### src/rtl/io_pkg.sv
// Shared I/O-space constants: bus widths, GPIO register indices and default bank select.
package io_pkg;

    localparam int unsigned IO_ADDR_W  = 8;
    localparam int unsigned IO_DATA_W  = 32;
    localparam int unsigned GPIO_W_MAX = 32;

    localparam logic [2:0] GPIO_BASE_DEF = 3'b001;

    typedef enum logic [2:0] {
        GPIO_OUT     = 3'd0,
        GPIO_DIR     = 3'd1,
        GPIO_IN      = 3'd2,
        GPIO_RISE_EN = 3'd3,
        GPIO_FALL_EN = 3'd4,
        GPIO_STATUS  = 3'd5,
        GPIO_OUT_SET = 3'd6,
        GPIO_OUT_CLR = 3'd7
    } gpio_reg_e;

endpackage

### src/rtl/io_gpio_bank_if.sv
// 8-bit-address / 32-bit-data I/O bus as seen by one peripheral.
interface io_gpio_bank_if;
    import io_pkg::*;

    logic [IO_ADDR_W-1:0] io_addr;
    logic                 io_en;
    logic                 io_we;
    logic [IO_DATA_W-1:0] io_data_write;
    logic [IO_DATA_W-1:0] io_data_read;

    modport master (output io_addr, io_en, io_we, io_data_write, input io_data_read);
    modport slave  (input io_addr, io_en, io_we, io_data_write, output io_data_read);

endinterface

### src/rtl/gpio_sync.sv
// W-wide, STAGES-deep synchroniser chain for asynchronous pin inputs.
module gpio_sync #(
    parameter int unsigned W      = 16,
    parameter int unsigned STAGES = 2
) (
    input  logic         clk,
    input  logic         resetb,
    input  logic [W-1:0] d,
    output logic [W-1:0] q
);

    logic [W-1:0] chain_q [STAGES];

    always_ff @(posedge clk) begin
        if (!resetb) begin
            for (int i = 0; i < int'(STAGES); i++) chain_q[i] <= '0;
        end else begin
            chain_q[0] <= d;
            for (int i = 1; i < int'(STAGES); i++) chain_q[i] <= chain_q[i-1];
        end
    end

    assign q = chain_q[STAGES-1];

endmodule

### src/rtl/io_gpio_bank.sv
// Parametrised GPIO bank with set/clear writes, synchronised inputs and edge interrupts.
// Edge-interrupt logic (RISE_EN, FALL_EN, STATUS, irq_gpio) is built only with GPIO_IRQ_EN.
module io_gpio_bank
    import io_pkg::*;
#(
    parameter int unsigned GPIO_W      = 16,
    parameter int unsigned SYNC_STAGES = 2,
    parameter logic [2:0]  BASE        = GPIO_BASE_DEF
) (
    input  logic              clk,
    input  logic              resetb,
    io_gpio_bank_if.slave     bus,
    input  logic [GPIO_W-1:0] gpio_in,
    output logic [GPIO_W-1:0] gpio_out,
    output logic [GPIO_W-1:0] gpio_dir,
    output logic              irq_gpio
);

    logic              sel;
    logic              wr;
    gpio_reg_e         idx;
    logic [GPIO_W-1:0] wd;
    logic [GPIO_W-1:0] out_q;
    logic [GPIO_W-1:0] dir_q;
    logic [GPIO_W-1:0] pin_s;
    logic [31:0]       rdata;
    logic              unused_ok;

    assign sel       = bus.io_en && (bus.io_addr[7:5] == BASE);
    assign wr        = sel && bus.io_we;
    assign idx       = gpio_reg_e'(bus.io_addr[4:2]);
    assign wd        = bus.io_data_write[GPIO_W-1:0];
    assign unused_ok = &{1'b0, bus.io_addr[1:0], bus.io_data_write};

    gpio_sync #(
        .W      (GPIO_W),
        .STAGES (SYNC_STAGES)
    ) u_sync (
        .clk    (clk),
        .resetb (resetb),
        .d      (gpio_in),
        .q      (pin_s)
    );

    always_ff @(posedge clk) begin
        if (!resetb) begin
            out_q <= '0;
            dir_q <= '0;
        end else if (wr) begin
            case (idx)
                GPIO_OUT:     out_q <= wd;
                GPIO_DIR:     dir_q <= wd;
                GPIO_OUT_SET: out_q <= out_q | wd;
                GPIO_OUT_CLR: out_q <= out_q & ~wd;
                default:      ;
            endcase
        end
    end

    assign gpio_out = out_q;
    assign gpio_dir = dir_q;

`ifdef GPIO_IRQ_EN
    logic [GPIO_W-1:0] rise_en_q;
    logic [GPIO_W-1:0] fall_en_q;
    logic [GPIO_W-1:0] status_q;
    logic [GPIO_W-1:0] pin_p;
    logic [GPIO_W-1:0] edge_c;
    logic [GPIO_W-1:0] clr_c;
    logic [GPIO_W-1:0] status_c;
    logic              irq_q;

    // New edges are OR-ed in after the W1C mask, so a coincident edge keeps its bit set.
    assign edge_c   = (pin_s & ~pin_p & rise_en_q) | (~pin_s & pin_p & fall_en_q);
    assign clr_c    = (wr && idx == GPIO_STATUS) ? wd : '0;
    assign status_c = (status_q & ~clr_c) | edge_c;

    always_ff @(posedge clk) begin
        if (!resetb) begin
            rise_en_q <= '0;
            fall_en_q <= '0;
            status_q  <= '0;
            pin_p     <= '0;
            irq_q     <= 1'b0;
        end else begin
            pin_p    <= pin_s;
            status_q <= status_c;
            irq_q    <= |status_c;
            if (wr && idx == GPIO_RISE_EN) rise_en_q <= wd;
            if (wr && idx == GPIO_FALL_EN) fall_en_q <= wd;
        end
    end

    assign irq_gpio = irq_q;
`else
    assign irq_gpio = 1'b0;
`endif

    // Zero-latency read mux; unselected or write-only indices return 0.
    always_comb begin
        rdata = '0;
        if (sel) begin
            case (idx)
                GPIO_OUT:     rdata = 32'(out_q);
                GPIO_DIR:     rdata = 32'(dir_q);
                GPIO_IN:      rdata = 32'(pin_s);
`ifdef GPIO_IRQ_EN
                GPIO_RISE_EN: rdata = 32'(rise_en_q);
                GPIO_FALL_EN: rdata = 32'(fall_en_q);
                GPIO_STATUS:  rdata = 32'(status_q);
`endif
                default:      rdata = '0;
            endcase
        end
    end

    assign bus.io_data_read = rdata;

endmodule

### src/flat_wrapper.sv
// flat-port wrapper written by rule: the top's interface ports become plain ports
module io_gpio_bank_flat import io_pkg::*;
#(
    parameter int unsigned GPIO_W      = 16,
    parameter int unsigned SYNC_STAGES = 2,
    parameter logic [2:0]  BASE        = GPIO_BASE_DEF
)
  (clk, resetb, gpio_in, gpio_out, gpio_dir, irq_gpio, bus_io_addr, bus_io_en, bus_io_we, bus_io_data_write, bus_io_data_read);
  io_gpio_bank_if bus_i ();
  input  logic clk;
  input  logic resetb;
  input  logic [GPIO_W-1:0] gpio_in;
  output logic [GPIO_W-1:0] gpio_out;
  output logic [GPIO_W-1:0] gpio_dir;
  output logic irq_gpio;
  input wire logic [$bits(bus_i.io_addr)-1:0] bus_io_addr;
  input wire logic [$bits(bus_i.io_en)-1:0] bus_io_en;
  input wire logic [$bits(bus_i.io_we)-1:0] bus_io_we;
  input wire logic [$bits(bus_i.io_data_write)-1:0] bus_io_data_write;
  output wire logic [$bits(bus_i.io_data_read)-1:0] bus_io_data_read;
  assign bus_i.io_addr = bus_io_addr;
  assign bus_i.io_en = bus_io_en;
  assign bus_i.io_we = bus_io_we;
  assign bus_i.io_data_write = bus_io_data_write;
  assign bus_io_data_read = bus_i.io_data_read;
  io_gpio_bank #(.GPIO_W(GPIO_W), .SYNC_STAGES(SYNC_STAGES), .BASE(BASE)) u_core (.clk(clk), .resetb(resetb), .bus(bus_i), .gpio_in(gpio_in), .gpio_out(gpio_out), .gpio_dir(gpio_dir), .irq_gpio(irq_gpio));
endmodule
### config.mk
export PLATFORM = sky130hd
export DESIGN_NAME = io_gpio_bank_flat
export DESIGN_NICKNAME = d
export VERILOG_FILES = /design/src/rtl/io_pkg.sv /design/src/rtl/io_gpio_bank_if.sv /design/src/rtl/gpio_sync.sv /design/src/rtl/io_gpio_bank.sv /design/src/flat_wrapper.sv
export SDC_FILE = /design/constraint.sdc
export NUM_CORES = 1
export LEC_CHECK = 0
export BUFFER_PORTS_ARGS = -buffer_cell sky130_fd_sc_hd__buf_2
export CORE_MARGIN = 8
export CORE_UTILIZATION = 45
export CTS_CLUSTER_SIZE = 30
export DETAILED_ROUTE_END_ITERATION = 12
export PLACE_DENSITY = 0.81
export SLEW_MARGIN = 20
export SYNTH_ARGS = -nofsm -noshare
export SYNTH_HDL_FRONTEND = slang
export SYNTH_HIERARCHICAL = 1
export SYNTH_SLANG_ARGS = --single-unit
### constraint.sdc
create_clock -name clk -period 2.56 [get_ports clk]
set_clock_uncertainty 0.05 [all_clocks]
set_input_delay 0.768 -clock clk [delete_from_list [all_inputs] [get_ports clk]]
set_output_delay 0.768 -clock clk [all_outputs]
set_load 0.03 [all_outputs]
==> out/qor.csv <==
stage,metric,value,unit
outcome,status,"finished, final reports clean",
layout,final core occ,0.6067,
die,die area,0.009692,sq mm
setup_path,"delay-heaviest family, CP",buffers and inverters,
synthesis,Gate Count Post-Synth,329,
die,num ports,125,
worst_hold_path,hold_sp,u_core/u_sync/chain_q[0][7],
cts,CTS tree,done,
setup_path,CP max stage cell,and4bb_1,
place,Setup Slack @ Placement,-0.2357,ns
setup_path,worst-path cell chain,buf_6 -> and4bb_1 -> nand2b_1 -> buf_12 -> a21oi_2 -> buf_6,
route,post-route ant nets,0,
place,dpl hpwl,5.970,mm
layout,Antenna Cells,0,
synthesis,Yosys cell types,31,
die,Die W,98.45,microns
worst_hold_path,Min-Delay Path Class,reg2reg,
setup_path,Startpoint Class,input pin,
synthesis,Synth top area share,0.4188,
synthesis,register area share after synthesis,0.4188,
setup_path,Critical Path RT,1.74,ns
global_routing,Total Routing Usage GR,0.1715,
cts,CTS Hold Bufs,0,
global_routing,number of global-route vias before repair,2689,
sta,final count of hold timing violations,0,
layout,fill count,583,
place,"Cell Area, Placed",0.003611,sq mm
global_routing,largest net degree at the start of global routing,38,
place,final weighted congestion in routability-driven placement,0.8280,
layout,Area Overhead vs Synth,32.52,%
layout,Layout Cells excl Fill,491,
power,sequential power share,0.461,
layout,fin area,0.004054,sq mm
layout,area of the multi-input gates,0.001652,sq mm
setup_path,Setup crit start,bus_io_addr[7],
synthesis,synth cell count leaders,"64 x dfxtp_1, 35 x buf_4, 32 x and2_2, 31 x o21ai_0, 17 x nand2_1",
power,Clock Power Share,0.440,
setup_path,Worst R2R Start,u_core/gpio_dir[2],
power,Psw,0.5606,mW
cts,Sink Count,64,
route,Vias,2593,
die,Initial Utilization,0.4579,
setup_path,CP Capture Type,output port,
layout,Reg area,0.001281,sq mm
sta,fin crit share,0.9946,
sta,Min Hold Slack,0.3939,ns
route,Remaining DRCs,0,
power,areal power density over the cells,549.4,mW/mm^2
synthesis,Synth Register Bits,64,
setup_path,FF-to-FF setup slack,1.78,ns
power,Switching Fraction,0.2517,
synthesis,top-count cell post-synth,dfxtp_1,
synthesis,Synth async-reset ratio,0,
cts,Clock transition at path regs,0.08,ns
place,PortBufs,89,
setup_path,Buf/Inv on CP,3,
die,area of the core,0.006681,sq mm
synthesis,Yosys warnings,6,
global_routing,initial antenna violation count,0,
sta,setup TNS,0,ns
cts,H-Tree Depth,3,
flow_run,max_cap viols,0,
cts,TritonCTS buffer count,9,
setup_path,Max stage delay on crit path,0.28,ns
sta,Final min period,2.546,ns
global_routing,global route total overflow,0,
synthesis,Syn Area/Cell,9.298,sq um
place,placed cells,475,
synthesis,synth top area cells,"dfxtp_1 42%, buf_4 8.6%, and2_2 7.9%",
power,P_int,1.667,mW
sta,RSZ-0062 raised after global routing,yes,
cts,Post-CTS Setup Inserts,0,
setup_path,"Max FO, Critical Path",16,
power,Comb pwr share,0.099,
global_routing,first-pass GRT wire length,13.30,mm
setup_path,CP Class,in2out,
route,WL/cell,17.09,microns
sta,f_max,392.7,MHz
route,Pre-antenna DRT Iters,5,
power,Overall Power,2.227,mW
cts,CTS max path bufs,2,
sta,Setup-failing EPs final,0,
sta,fin worst setup slack,0.01381,ns
synthesis,Synth area leader,dfxtp_1,
power,static leakage,1.633,nW
setup_path,WP data arrival,1.73,ns
cts,Root Buffer,clkbuf_8,
synthesis,ys flop type,dfxtp_1,
setup_path,cell mode on critical path,buf_6,
synthesis,"EDFF count, synth",0,
route,via/cell ratio,5.281,
route,initial DRC count,122,
sta,max-slew violation count,0,
power,VDD IR max,305.5,uV
layout,NumNets Final,466,
die,Die Span Y,98.45,microns
layout,share of cells above drive strength 1,0.4818,
die,Row Count,30,
synthesis,mapped cell area,0.003059,sq mm
cts,worst skew pair latency,0.34,ns
route,final wirelength,8.390,mm
[cell usage in the layout (no fill, tap or decap)]
cell type and n:
a21boi_0 15, a21boi_1 1, a21oi_2 2, a21oi_4 14, and2_2 32, and2b_1 1
and4bb_1 1, buf_12 4, buf_2 69, buf_4 17, buf_6 20, buf_8 1
bufinv_16 2, clkbuf_8 9, clkinv_4 4, conb_1 17, dfxtp_1 64, inv_6 1
mux2i_1 16, nand2_1 16, nand2_2 1, nand2b_1 1, nand3_1 16, nand4_1 16
nand4bb_1 1, nand4bb_4 1, nor4_4 1, nor4bb_2 1, o21ai_0 31, o21ai_1 1
o21ai_4 1, o2bb2ai_1 15, o2bb2ai_2 1, or2_2 5, or2_4 11, or4b_4 1
xor2_1 1
[flip-flops by register name, summed over array words and instances, names as in the netlist]
signal,cells
u_core/u_sync/chain_q,32
u_core/gpio_out,16
u_core/gpio_dir,16
[timing repair]
item                       in CTS  in global routing
setup endpoints to repair      16                 15
resized for setup              38                 24
hold endpoints to repair        0                  0
gates cloned                    0                  0
pin swaps                       1                  5
[cell type report]
class	count	share of cell area
Multi-Input combinational cell	220	0.4074
Sequential cell	64	0.3160
Timing Repair Buffer	111	0.1957
Clock buffer	9	0.03056
Clock inverter	7	0.02562
Tap cell	80	0.02469
[worst paths after layout]
| check | end | cells after the start |
|---|---|---|
| setup / recovery | bus_io_data_read[1] | 6 |
| hold / removal | u_core/u_sync/chain_q[0][23] | 1 |
| setup reg to reg | u_core/gpio_dir[2] | 2 |
| hold reg to reg | u_core/u_sync/chain_q[0][23] | 1 |
[kinds of logic (layout without fill, tap and decap cells)]
| family | Yosys count | count (layout) | share of synthesized area |
|---|---|---|---|
| AND/OR/NAND/NOR | 105 | 105 | 0.2270 |
| AO/OA/AOI/OAI | 81 | 81 | 0.1710 |
| flip-flops | 64 | 64 | 0.4188 |
| buffers and inverters | 61 | 127 | 0.1268 |
| multiplexers | 16 | 16 | 0.05235 |
| other | 1 | 17 | 0.001226 |
| XOR/XNOR | 1 | 1 | 0.002864 |
[per-layer routing]
layer,up-vias,track usage,part of all wire
li1,1248,-,-
met1,1215,0.1941,0.40
met2,115,0.2794,0.49
met3,15,0.05990,0.090
met4,0,0.08855,0.021
met5,-,0,0
[worst register-to-register path, stage by stage (launching register included)]
cell	delay, ns
dfxtp_1	0.36
o21ai_0	0.12
a21boi_1	0.18
[power groups by stage]
stage | combinational [mW] | clock [mW] | sequential, mW
floorplan | 0.162 | 0 | 1.05
global placement | 0.205 | 0 | 1.05
detailed placement | 0.210 | 0 | 1.05
CTS | 0.214 | 0.999 | 1.03
global route | 0.237 | 1.05 | 1.03
finish | 0.220 | 0.980 | 1.03
Power figures use the tool's default switching activity.
